File: src/rtl/serial_magnitude_comparator_pkg.sv
// rtl/serial_magnitude_comparator_pkg.sv - shared encodings for the serial magnitude comparator
//
// Purpose: one-hot result encoding and FSM state encoding shared by the
//          comparator top level and its bench.
// Ports:   none (package).
package serial_magnitude_comparator_pkg;

    // One-hot {gt,eq,lt} result; all-zero means no result is available.
    localparam logic [2:0] COMP_GT   = 3'b100;
    localparam logic [2:0] COMP_EQ   = 3'b010;
    localparam logic [2:0] COMP_LT   = 3'b001;
    localparam logic [2:0] COMP_NONE = 3'b000;

    typedef enum logic [1:0] {
        IDLE = 2'd0,
        RUN  = 2'd1,
        DONE = 2'd2
    } state_t;

endpackage

File: src/rtl/serial_magnitude_comparator_chunk_compare.sv
// rtl/serial_magnitude_comparator_chunk_compare.sv - combinational W-bit unsigned chunk compare
//
// Purpose: compares one W-bit slice of each operand; equality is the case
//          where neither gt nor lt is asserted.
// Ports:   a, b  - W-bit unsigned chunks
//          gt    - a > b
//          lt    - a < b
module chunk_compare #(
    parameter int W = 4
) (
    input  logic [W-1:0] a,
    input  logic [W-1:0] b,
    output logic         gt,
    output logic         lt
);

    assign gt = (a > b);
    assign lt = (a < b);

endmodule

File: src/rtl/serial_magnitude_comparator.sv
// rtl/serial_magnitude_comparator.sv - multi-cycle N-bit magnitude comparator, W bits per cycle
//
// Purpose: latches x/y on an accepted start and compares them one W-bit chunk
//          per clock, most significant chunk first. The one-hot result is held
//          until the next accepted start or reset.
// Ports:   clk         - clock, rising edge
//          rst         - synchronous active-high reset
//          start       - operation request, accepted when busy is low
//          signed_mode - 1 = two's-complement compare, sampled with start
//          x, y        - N-bit operands, sampled with start
//          busy        - high while chunks are being compared
//          done        - one-cycle pulse when comp becomes valid
//          comp        - {gt,eq,lt} result, 000 when no result
module serial_magnitude_comparator
    import serial_magnitude_comparator_pkg::*;
#(
    parameter int N          = 16,
    parameter int W          = 4,
    parameter int EARLY_EXIT = 0
) (
    input  logic         clk,
    input  logic         rst,
    input  logic         start,
    input  logic         signed_mode,
    input  logic [N-1:0] x,
    input  logic [N-1:0] y,
    output logic         busy,
    output logic         done,
    output logic [2:0]   comp
);

    localparam int C     = N / W;
    localparam int IDX_W = (C > 1) ? $clog2(C) : 1;
    localparam logic [IDX_W-1:0] IDX_LAST = IDX_W'(C - 1);
    // Flipping the sign bit maps two's complement onto offset binary, so a
    // plain unsigned compare then orders signed values correctly.
    localparam logic [N-1:0] MSB_MASK = N'(1) << (N - 1);

    generate
        if (N < 1 || W < 1 || W > N || (N % W) != 0) begin : g_bad_params
            $error("serial_magnitude_comparator: need N >= 1, 1 <= W <= N and N %% W == 0");
        end
    endgenerate

    state_t           state;
    state_t           state_nx;
    logic             accept;

    logic [N-1:0]     a_q;
    logic [N-1:0]     b_q;
    logic [IDX_W-1:0] idx;
    logic             sticky;
    logic             sticky_gt;

    logic [W-1:0]     a_chunk;
    logic [W-1:0]     b_chunk;
    logic             c_gt;
    logic             c_lt;
    logic             differs;
    logic             finish;
    logic [2:0]       result;

    assign a_chunk = a_q[idx*W +: W];
    assign b_chunk = b_q[idx*W +: W];

    chunk_compare #(
        .W (W)
    ) u_chunk_compare (
        .a  (a_chunk),
        .b  (b_chunk),
        .gt (c_gt),
        .lt (c_lt)
    );

    assign differs = c_gt | c_lt;
    assign finish  = ((EARLY_EXIT != 0) && differs) || (idx == '0);

    // The earliest (most significant) differing chunk decides the result;
    // in fixed-latency mode it was parked in the sticky flag while later,
    // less significant chunks were still being stepped.
    always_comb begin
        result = COMP_EQ;
        if (sticky) begin
            result = sticky_gt ? COMP_GT : COMP_LT;
        end else if (c_gt) begin
            result = COMP_GT;
        end else if (c_lt) begin
            result = COMP_LT;
        end
    end

    always_comb begin
        state_nx = state;
        accept   = 1'b0;
        case (state)
            IDLE: begin
                if (start) begin
                    state_nx = RUN;
                    accept   = 1'b1;
                end
            end
            RUN: begin
                if (finish) begin
                    state_nx = DONE;
                end
            end
            DONE: begin
                if (start) begin
                    state_nx = RUN;
                    accept   = 1'b1;
                end else begin
                    state_nx = IDLE;
                end
            end
            default: begin
                state_nx = IDLE;
            end
        endcase
    end

    always_ff @(posedge clk) begin
        if (rst) begin
            state     <= IDLE;
            a_q       <= '0;
            b_q       <= '0;
            idx       <= '0;
            sticky    <= 1'b0;
            sticky_gt <= 1'b0;
            comp      <= COMP_NONE;
        end else begin
            state <= state_nx;
            if (accept) begin
                a_q       <= x ^ (signed_mode ? MSB_MASK : '0);
                b_q       <= y ^ (signed_mode ? MSB_MASK : '0);
                idx       <= IDX_LAST;
                sticky    <= 1'b0;
                sticky_gt <= 1'b0;
                comp      <= COMP_NONE;
            end else if (state == RUN) begin
                if (finish) begin
                    comp <= result;
                end else begin
                    idx <= idx - 1'b1;
                    if (differs && !sticky) begin
                        sticky    <= 1'b1;
                        sticky_gt <= c_gt;
                    end
                end
            end
        end
    end

    assign busy = (state == RUN);
    assign done = (state == DONE);

endmodule

File: config.mk
export PLATFORM = sky130hd
export DESIGN_NAME = serial_magnitude_comparator
export DESIGN_NICKNAME = d
export VERILOG_FILES = /design/src/rtl/serial_magnitude_comparator_pkg.sv /design/src/rtl/serial_magnitude_comparator_chunk_compare.sv /design/src/rtl/serial_magnitude_comparator.sv
export SDC_FILE = /design/constraint.sdc
export NUM_CORES = 1
export LEC_CHECK = 0
export CAP_MARGIN = 20
export CORE_MARGIN = 2
export CORE_UTILIZATION = 53
export DETAILED_ROUTE_END_ITERATION = 6
export PLACE_DENSITY = 0.83
export SLEW_MARGIN = 20
export SYNTH_ARGS = -nofsm -noshare
export SYNTH_HDL_FRONTEND = slang
export SYNTH_SLANG_ARGS = --single-unit
export TNS_END_PERCENT = 10
File: constraint.sdc
create_clock -name clk -period 5.2 [get_ports clk]
set_input_delay 1.04 -clock clk [delete_from_list [all_inputs] [get_ports clk]]
set_output_delay 1.04 -clock clk [all_outputs]
set_load 0.02 [all_outputs]
# Yosys cells after proc, flatten, opt, wreduce, memory -nomap -nowiden
# Index checks and enable logic that the tools add are counted.
dict set report word_totals {
  ff_bits 41
  input_bits 36
  out_inout_bits 5
  elab_cells 46
}
dict set report op_classes {
  add_sub_neg 1
  order_cmp 2
  n_eq_ne 5
  n_shift 2
  muxes 14
  bitwise 4
  n_reduce_logical 11
}
# op count
set ops {}
lappend ops {{16-bit by 5-bit indexed part select with 4-bit output} 2}
lappend ops {{16-bit bitwise XOR} 2}
lappend ops {{16-bit 2-to-1 mux} 1}
lappend ops {{2-bit 2-to-1 mux} 6}
lappend ops {{3-bit 2-to-1 mux} 3}
lappend ops {{2-bit one-hot mux with 3 select lines} 1}
lappend ops {{2-bit AND reduction} 3}
lappend ops {{4-bit > comparator} 1}
lappend ops {{2-bit zero test} 2}
lappend ops {{4-bit less-than comparator} 1}
lappend ops {{2-bit inequality test, second input constant} 2}
lappend ops {{2-bit OR reduction} 2}
lappend ops {{1-bit 2-to-1 mux} 3}
lappend ops {{3-bit AND reduction} 1}
lappend ops {{2-bit by 1-bit equality test with 1-bit output, second input constant} 1}
lappend ops {{2-bit equality test, second input constant} 1}
lappend ops {{2-bit by 1-bit inequality test with 1-bit output, second input constant} 1}
lappend ops {{2-bit nonzero test} 1}
lappend ops {{2-bit by 1-bit subtractor with 2-bit output, second input constant} 1}
lappend ops {{1-bit logical AND} 1}
lappend ops {{1-bit zero test} 1}
lappend ops {{1-bit inverter} 1}
lappend ops {{1-bit OR} 1}

# Depth between registers and ports, before layout
# Gate-level depths: netlist of run 1.
dict set report logic_depth {
  ltp_word 5
  mapped_depth 8
}

# Hierarchy
# Synthesis of run 1 repeated with hierarchy kept, for this count alone.
dict set report unflattened {
  cells_unflattened 209
  hier_area_um2 1836.8
}
# module instances cells_per_inst area_each_um2 seq_area_each_um2
set modules_own_cells {}
lappend modules_own_cells {serial_magnitude_comparator 1 194 1722.9 820.8}
lappend modules_own_cells {chunk_compare 1 15 113.9 0.0}

# Worst setup path before layout of run 1
# No wires, ideal clock.
dict set report synth_timing {
  path_type {flip-flop to flip-flop}
  start {register idx[0]}
  end {register sticky_gt}
  setup_time_ns 0.112
  t_arrival_ns 1.991
  path_slack_ns 3.097
  path_stages_with_launch 7
  period_less_slack_ns 2.103
  cell_sequence {dfxtp_1 > buf_2 > mux4_2 > ha_1 > nand2b_1 > a32o_1 > a2111oi_1}
}
dict set report synth_via {
  elab_chain_len 5
  elab_cells_between_ends 9
  classes_between {order compare (2); shift (2); bitwise (2); reduce/logical (3)}
}
# element line
set synth_lines {}
lappend synth_lines {{start: declaration} serial_magnitude_comparator.sv:51} ;# logic [IDX_W-1:0] idx;
lappend synth_lines {{start signal: assignment} serial_magnitude_comparator.sv:143} ;# idx <= idx - 1'b1;
lappend synth_lines {{16-bit by 5-bit indexed part select with 4-bit output, on equally long branches} {serial_magnitude_comparator.sv:63, serial_magnitude_comparator.sv:64}}
lappend synth_lines {{4-bit > comparator / 4-bit less-than comparator (equally long branches)} {serial_magnitude_comparator_chunk_compare.sv:17, serial_magnitude_comparator_chunk_compare.sv:18}}
lappend synth_lines {{1-bit OR} serial_magnitude_comparator.sv:75} ;# assign differs = c_gt | c_lt;
lappend synth_lines {{1-bit logical AND} serial_magnitude_comparator.sv:144} ;# if (differs && !sticky) begin
lappend synth_lines {{3-bit AND reduction (no line)} --}
lappend synth_lines {{end signal: assignment} serial_magnitude_comparator.sv:146} ;# sticky_gt <= c_gt;
lappend synth_lines {{end: declaration} serial_magnitude_comparator.sv:53} ;# logic sticky_gt;
# Parallel ways exist; a longest one is shown, timed or not.
# A chain may end at the register's enable or synchronous reset.

# Worst setup path in the final report of run 1
dict set report layout_timing {
  start {register state[0]}
  end {output busy}
}
dict set report layout_via {
  elab_chain_len 1
}
# element line
set layout_lines {}
lappend layout_lines {{start: declaration} serial_magnitude_comparator.sv:45} ;# state_t state;
lappend layout_lines {{start signal: assignment} serial_magnitude_comparator.sv:131} ;# state <= state_nx;
lappend layout_lines {{2-bit by 1-bit equality test with 1-bit output} serial_magnitude_comparator.sv:153} ;# assign busy = (state == RUN);
lappend layout_lines {{end: declaration} serial_magnitude_comparator.sv:27} ;# output logic busy,
# No other way between the ends.

==> flow_metrics.py, run 1 <==
metrics = {
    "place": {
        "port_buffers": 40,
        "post-dp-hpwl_um": 2510,
        "finalWeightedCongestion": 0.782,
    },
    "setup_path": {
        "cp_num_cells": 2,
        "worst-r2r-setup-slack_ns": 2.77,
        "slowest_delay_ns": 0.60,
        "critical_path.reg2reg.startpoint": "idx[0]",
        "worst-endpoint-required_ns": 4.16,
        "crit_path_start_kind": "flop",
        "path_cells": "and2b_4 -> clkdlybuf4s50_1",
        "critical_path.reg2reg.endpoint": "sticky_gt",
        "timing_worst_setup_path_type": "reg -> out",
        "critical_path_end_type": "output pin",
        "crit_fanout": 7,
        "slowest_stage_cell_cp": "sky130_fd_sc_hd__clkdlybuf4s50_1",
        "reg2regPathDepth": 5,
        "count_of_buffering_cells_on_the_critical_path_with_inverters_included": 1,
        "critical_path.top_delay_family": "buffers and inverters",
        "worst-endpoint-arrival_ns": 1.62,
    },
    "logic_synthesis": {
        "yosysWarnings": 0,
        "netlist-cell-type-count": 31,
        "synth_sequential_area_ratio_pct": 44.9,
        "syn-cell-area_um2": 1830,
        "syn_nets": 254,
        "synth_seq_cells": 41,
        "netlist_instances": 213,
        "syn-mean-instance-area_um2": 8.58,
    },
    "routing": {
        "route.final.wire_length_um": 3670,
        "drt_first_pass_iters": 4,
        "routed_via_density": 5.24,
        "antenna_left": 0,
        "detail_route.iter0.violations": 87,
        "drc": 0,
        "wl_met3_um": 160,
        "num_vias": 1547,
        "routed_wire_length_per_instance_um": 12.5,
        "top_layer_used": "met4",
        "metal1_wirelength_um": 1630,
        "metal2_wl_um": 1820,
    },
    "cells_and_area": {
        "finalCoreUtilization_pct": 69.2,
        "layout.cells.most_common_list": "sky130_fd_sc_hd__nand2_1, sky130_fd_sc_hd__dfxtp_1, sky130_fd_sc_hd__clkdlybuf4s50_1, sky130_fd_sc_hd__a21oi_1, sky130_fd_sc_hd__inv_1",
        "n_antenna_cell": 0,
        "post_route_cells_drive_above_1_share_pct": 9.64,
        "final-seq-area_um2": 821,
        "syn_to_final_growth_pct": 26.4,
        "layout.cells.most_common": "sky130_fd_sc_hd__nand2_1",
        "multiInputGateArea_um2": 927,
        "finish.net_count": 290,
        "num-fill-cells": 300,
    },
    "floorplan": {
        "area_of_the_die_um2": 3940,
        "coreArea_um2": 3340,
        "die_w_um": 62.7,
        "die_height_um": 62.7,
        "fp-row-count": 21,
        "initial_core_util_pct": 54.8,
        "ios": 41,
    },
    "job": {
        "cap_viol_max_count": 0,
    },
    "timing": {
        "fin_crit_ns": 2.66,
        "worst_pin_slew_ns": 0.601,
        "rsz_0062_raised_after_global_routing": "no",
        "layout_worst_path_cycle_share_pct": 51.2,
        "timing.final.max_slew_violations": 0,
        "finalSetupViolCount": 0,
        "timing.final.hold_violations": 0,
        "fmaxAchievable_mhz": 376,
        "max-slew-margin-rel_pct": 59.9,
        "fin_worst_skew_ns": 0.00795,
        "finalSetupTns_ns": 0,
    },
    "clock_tree": {
        "ctsHtreeMaxLevel": 2,
        "setup_bufs_post_cts": 0,
        "cts_inserted_buffers": 5,
        "root_buffer": "sky130_fd_sc_hd__clkbuf_4",
        "clock_tree_from_tritoncts": "yes",
        "clock_tree.buffer_depth": 2,
        "cts.hold.buffers_added": 0,
        "cts.clk_slew.worst_paths_ns": 0.11,
        "cts.sink_count": 41,
        "cts-resized-gates": 0,
        "clock_insertion_delay_at_the_later_pin_of_the_skew_report_ns": 0.35,
    },
    "power": {
        "power_density_nw_per_um2": 287,
        "power_leakage_nw": 0.850,
        "ir_drop_v": 0.000162,
    },
    "global_routing": {
        "initial_antenna_violation_count": 0,
        "final_global_route_overflow_total": 0,
        "maximum_number_of_pins_on_one_net_before_global_route_repair": 42,
        "wire_length_of_the_first_global_routing_pass_um": 6220,
        "via_count_of_the_first_global_routing_pass": 1459,
        "grt.total_usage_pct": 20.1,
    },
    "hold_path": {
        "min_path_type": "reg -> reg",
        "hold_path_depth": 2,
        "hold_end": "a_q[11]",
        "holdCritStartpoint": "a_q[11]",
    },
    "outcome": {
        "run_status": "completed",
    },
}
==> kinds of logic (layout without fill, tap and decap cells) <==
group / count (synthesis) / count (layout) / synth area share [%]
muxes: 9 / 9 / 10.4
and+or+nand+nor: 83 / 83 / 19.9
adders and majority gates: 5 / 5 / 3.42
buffers and inverters: 22 / 58 / 4.65
AOI/OAI and AO/OA: 50 / 50 / 15.3
xor gates and xnor gates: 3 / 3 / 1.44
DFF: 41 / 41 / 44.9
==> sequential cells by signal, summed over array words and instances (netlist names) <==
register   cells
a_q           16
b_q           16
comp           3
idx            2
state          2
sticky         1
sticky_gt      1
==> routing by layer <==
| metal | up-vias | GRT usage [%] |
|---|---|---|
| li1 | 795 | - |
| met1 | 711 | 24.8 |
| met2 | 33 | 33.5 |
| met3 | 8 | 4.86 |
| met4 | 0 | 8.61 |
| met5 | - | 0 |
==> where the power goes <==
part	switching [W]	leakage [nW]	internal (W)
Sequential	0.0000187	0.337	0.000335
Clock	0.0000970	0.0314	0.0000639
Combinational	0.0000703	0.482	0.0000775
Total	0.000186	0.850	0.000476
==> metrics by stage <==
stage | hold slack, ns | cells | worst slack, ns | area (um2) | total power [W]
after floorplan | 0.433 | 213 | 3.10 | 1830 | 0.000453
after global placement | 0.438 | 288 | 2.58 | 2250 | 0.000502
after detailed placement | 0.446 | 288 | 2.49 | 2250 | 0.000507
after CTS | 0.461 | 295 | 2.57 | 2310 | 0.000663
after global routing | 0.478 | 295 | 2.46 | 2310 | 0.000697
final | 0.461 | 295 | 2.54 | 2310 | 0.000662
==> worst reg2reg max path, cell delays in order, from the launching register on <==
cell and delay [ns]:
sky130_fd_sc_hd__dfxtp_1 0.72, sky130_fd_sc_hd__mux4_2 0.58, sky130_fd_sc_hd__ha_1 0.31, sky130_fd_sc_hd__nand2b_1 0.09, sky130_fd_sc_hd__a32o_1 0.29, sky130_fd_sc_hd__a2111oi_1 0.34
==> how the worst max path moves through the flow <==
stage / from / to / slack, ns
finish: state[0] / busy / 2.54
global placement: start / b_q[8] / 2.58
global route: state[0] / busy / 2.46
floorplan: idx[0] / sticky_gt / 3.10
CTS: state[0] / busy / 2.57
detailed placement: start / b_q[6] / 2.49
==> area by class of cell <==
type                            instances  share of cell area [%]
Tap cell                               46                    2.49
Sequential cell                        41                    35.5
Inverter                                9                    1.46
Multi-Input combinational cell        150                    40.1
Timing Repair Buffer                   42                    18.0
Clock buffer                            7                    2.38
==> Yosys cell counts <==
| library cell | number | area, um2 |
|---|---|---|
| sky130_fd_sc_hd__mux2i_1 | 1 | 10.0 |
| sky130_fd_sc_hd__nand3b_1 | 1 | 7.51 |
| sky130_fd_sc_hd__or4_1 | 1 | 7.51 |
| sky130_fd_sc_hd__ha_1 | 5 | 62.6 |
| sky130_fd_sc_hd__o21ai_0 | 5 | 25.0 |
| sky130_fd_sc_hd__o21ai_1 | 1 | 5.00 |
| sky130_fd_sc_hd__inv_1 | 9 | 33.8 |
| sky130_fd_sc_hd__nor2_1 | 8 | 30.0 |
| sky130_fd_sc_hd__a2111oi_1 | 1 | 10.0 |
| sky130_fd_sc_hd__nand2_2 | 1 | 6.26 |
| sky130_fd_sc_hd__nor2b_1 | 2 | 12.5 |
| sky130_fd_sc_hd__dfxtp_1 | 41 | 821 |
| sky130_fd_sc_hd__clkbuf_1 | 8 | 30.0 |
| sky130_fd_sc_hd__nor3b_2 | 2 | 25.0 |
| sky130_fd_sc_hd__nand4_1 | 1 | 6.26 |
| sky130_fd_sc_hd__nand2b_1 | 2 | 12.5 |
| sky130_fd_sc_hd__a32o_1 | 1 | 10.0 |
| sky130_fd_sc_hd__buf_2 | 2 | 10.0 |
| sky130_fd_sc_hd__mux4_2 | 8 | 180 |
| sky130_fd_sc_hd__a21oi_1 | 36 | 180 |
| sky130_fd_sc_hd__nand2_1 | 62 | 233 |
| sky130_fd_sc_hd__buf_1 | 3 | 11.3 |
| sky130_fd_sc_hd__and2b_4 | 1 | 10.0 |
| sky130_fd_sc_hd__a21o_2 | 1 | 8.76 |
| sky130_fd_sc_hd__a311oi_1 | 1 | 8.76 |
| sky130_fd_sc_hd__a211oi_1 | 2 | 15.0 |
| sky130_fd_sc_hd__and2b_2 | 1 | 8.76 |
| sky130_fd_sc_hd__xnor2_1 | 3 | 26.3 |
| sky130_fd_sc_hd__a32oi_1 | 1 | 8.76 |
| sky130_fd_sc_hd__o21a_1 | 1 | 7.51 |
| sky130_fd_sc_hd__nand3_1 | 1 | 5.00 |
Power figures use the tool's default switching activity.
==> run 2: changes to the inputs <==
Settings changed: CORE_UTILIZATION 53 to 49, PLACE_DENSITY 0.83 to 0.78.
Clock period 5.2 ns to 2.45 ns, I/O delays scaled along.
==> flow_metrics.py, run 2 (synthesized netlist as in run 1, its figures left out) <==
metrics = {
    "routing": {
        "routed_wire_length_per_instance_um": 12.5,
        "routed_via_density": 5.11,
        "drc": 0,
        "drt_first_pass_iters": 4,
        "antenna_left": 0,
        "num_vias": 1539,
        "detail_route.iter0.violations": 83,
        "route.final.wire_length_um": 3770,
    },
    "cells_and_area": {
        "finish.net_count": 294,
        "post-route-cell-area_um2": 2390,
        "syn_to_final_growth_pct": 30.7,
        "n_antenna_cell": 0,
        "multiInputGateArea_um2": 925,
        "layout.cells.most_common": "sky130_fd_sc_hd__nand2_1",
        "final-seq-area_um2": 821,
        "reg_top3": "a_q (16), b_q (16), comp (3)",
        "num-fill-cells": 339,
        "post_layout_nonfiller_instances": 301,
        "layout.cells.most_common_list": "sky130_fd_sc_hd__nand2_1, sky130_fd_sc_hd__dfxtp_1, sky130_fd_sc_hd__clkdlybuf4s50_1, sky130_fd_sc_hd__a21oi_1, sky130_fd_sc_hd__inv_1",
        "post_route_cells_drive_above_1_share_pct": 11.1,
    },
    "timing": {
        "fin_worst_skew_ns": 0.00713,
        "layout_worst_path_cycle_share_pct": 85.1,
        "max-slew-margin-rel_pct": 72.5,
        "fmaxAchievable_mhz": 480,
        "worst_pin_slew_ns": 0.413,
        "fin_hold_ws_ns": 0.458,
        "rsz_0062_raised_after_global_routing": "no",
        "timing.final.max_slew_violations": 0,
        "timing.final.hold_violations": 0,
        "finalSetupViolCount": 0,
        "finalSetupTns_ns": 0,
        "fin_crit_ns": 2.09,
    },
    "power": {
        "power_leakage_nw": 0.892,
        "switching_share_pct": 25.8,
        "total_switching_power_w": 0.000409,
        "ir_drop_v": 0.000386,
        "power_density_nw_per_um2": 665,
        "share_seq_of_total_power_pct": 46.9,
        "share_comb_of_total_power_pct": 20.4,
        "p_int_w": 0.00118,
        "power.clock.fraction_pct": 32.7,
    },
    "setup_path": {
        "slowest_delay_ns": 0.50,
        "worst-endpoint-arrival_ns": 2.27,
        "worst-endpoint-required_ns": 2.64,
        "startpoint_of_the_most_critical_setup_path": "idx[0]",
        "worst-r2r-setup-slack_ns": 0.36,
        "critical_path.reg2reg.endpoint": "sticky_gt",
        "critical_path_end_type": "flop",
        "crit_fanout": 4,
        "crit_path_start_kind": "flop",
        "timing_worst_setup_path_type": "reg -> reg",
        "reg2regPathDepth": 6,
        "critical_path.reg2reg.startpoint": "idx[0]",
        "path_cells": "buf_4 -> mux4_2 -> ha_1 -> nand2b_1 -> a32o_1 -> a2111oi_1",
        "crit_path_end": "sticky_gt",
        "slowest_stage_cell_cp": "sky130_fd_sc_hd__mux4_2",
    },
    "global_routing": {
        "initial_antenna_violation_count": 0,
        "grt.total_usage_pct": 19.7,
        "wire_length_of_the_first_global_routing_pass_um": 6340,
        "final_global_route_overflow_total": 0,
        "maximum_number_of_pins_on_one_net_before_global_route_repair": 38,
        "via_count_of_the_first_global_routing_pass": 1494,
    },
    "clock_tree": {
        "cts-resized-gates": 0,
        "cts.sink_count": 41,
        "cts.hold.buffers_added": 0,
        "clock_tree_from_tritoncts": "yes",
        "cts.clk_slew.worst_paths_ns": 0.07,
        "clock_tree.buffer_depth": 2,
        "clock_insertion_delay_at_the_later_pin_of_the_skew_report_ns": 0.30,
        "cts_inserted_buffers": 5,
        "setup_bufs_post_cts": 0,
        "ctsHtreeMaxLevel": 2,
        "root_buffer": "sky130_fd_sc_hd__clkbuf_8",
    },
    "place": {
        "post_dp_cell_area_um2": 2280,
        "post-dp-hpwl_um": 2690,
        "place.detailed.instances": 294,
        "finalWeightedCongestion": 0.810,
        "port_buffers": 40,
    },
    "floorplan": {
        "area_of_the_die_um2": 4240,
        "fp-row-count": 22,
        "die_w_um": 65.1,
        "ios": 41,
        "coreArea_um2": 3630,
        "die_height_um": 65.1,
        "initial_core_util_pct": 50.3,
    },
    "hold_path": {
        "min_path_type": "reg -> reg",
    },
    "job": {
        "cap_viol_max_count": 0,
    },
    "outcome": {
        "run_status": "completed",
    },
}
-- run 2: cell count changes in the layout (fill, tap and decap cells not counted) --
cell                        delta
sky130_fd_sc_hd__clkbuf_4      -5
sky130_fd_sc_hd__clkinv_2      +1
sky130_fd_sc_hd__buf_4         +4
sky130_fd_sc_hd__clkbuf_8      +4
sky130_fd_sc_hd__nand2b_1      +1
sky130_fd_sc_hd__clkbuf_1      -1
sky130_fd_sc_hd__bufinv_16     +1
sky130_fd_sc_hd__nand2b_2      -1
-- run 2: cell type report --
type                            count  area share (%)
Clock buffer                        5            2.88
Clock inverter                      2            1.47
Inverter                            9            1.41
Multi-Input combinational cell    150            38.7
Sequential cell                    41            34.4
Tap cell                           48            2.51
Timing Repair Buffer               46            18.6
-- run 2: worst min path at each step --
stage	start	to	slack, ns	cells after the start
5_1_grt	b_q[12]	b_q[12]	0.48	2
3_3_place_gp	b_q[5]	b_q[5]	0.44	2
6_report	b_q[12]	b_q[12]	0.46	2
2_1_floorplan	a_q[10]	a_q[10]	0.43	2
4_1_cts	b_q[12]	b_q[12]	0.46	2
3_5_place_dp	b_q[12]	b_q[12]	0.45	2
-- run 2: power by group through the flow --
stage / Sequential [W] / Combinational, W / Clock [W]
after floorplan: 0.000746 / 0.000216 / 0
after global placement: 0.000758 / 0.000316 / 0
after detailed placement: 0.000760 / 0.000325 / 0
after CTS: 0.000744 / 0.000326 / 0.000529
after global routing: 0.000750 / 0.000364 / 0.000550
final: 0.000745 / 0.000324 / 0.000519
-- run 2: worst max-delay path, delay by kind of cell, from the launching register on --
family / cells / cell delay, ns
adders and majority gates: 1 / 0.32
AOI/OAI and AO/OA: 2 / 0.60
buffers and inverters: 1 / 0.15
muxes: 1 / 0.50
and+or+nand+nor: 1 / 0.09
DFF: 1 / 0.33
-- run 2: layer usage --
metal  part of all wire, %  track usage [%]
met1                    45             22.6
met5                     0                0
met3                   3.3             4.34
met4                   2.7             11.7
met2                    49             33.6
-- run 2: per-stage QoR --
step                worst slack, ns  utilization, %  total power, W
floorplan                     0.347               -        0.000962
global placement              0.426            62.9         0.00107
detailed placement            0.375            62.9         0.00108
CTS                           0.357            65.7         0.00160
global route                  0.193            65.7         0.00166
finish                        0.365            65.7         0.00159
==> run 3: changes to the inputs <==
Settings changed: CTS_CLUSTER_SIZE set to 40, SETUP_SLACK_MARGIN set to 0.15.
==> results of run 3 <==
No change in the layout: final DEF, timing and power equal those of run 2.
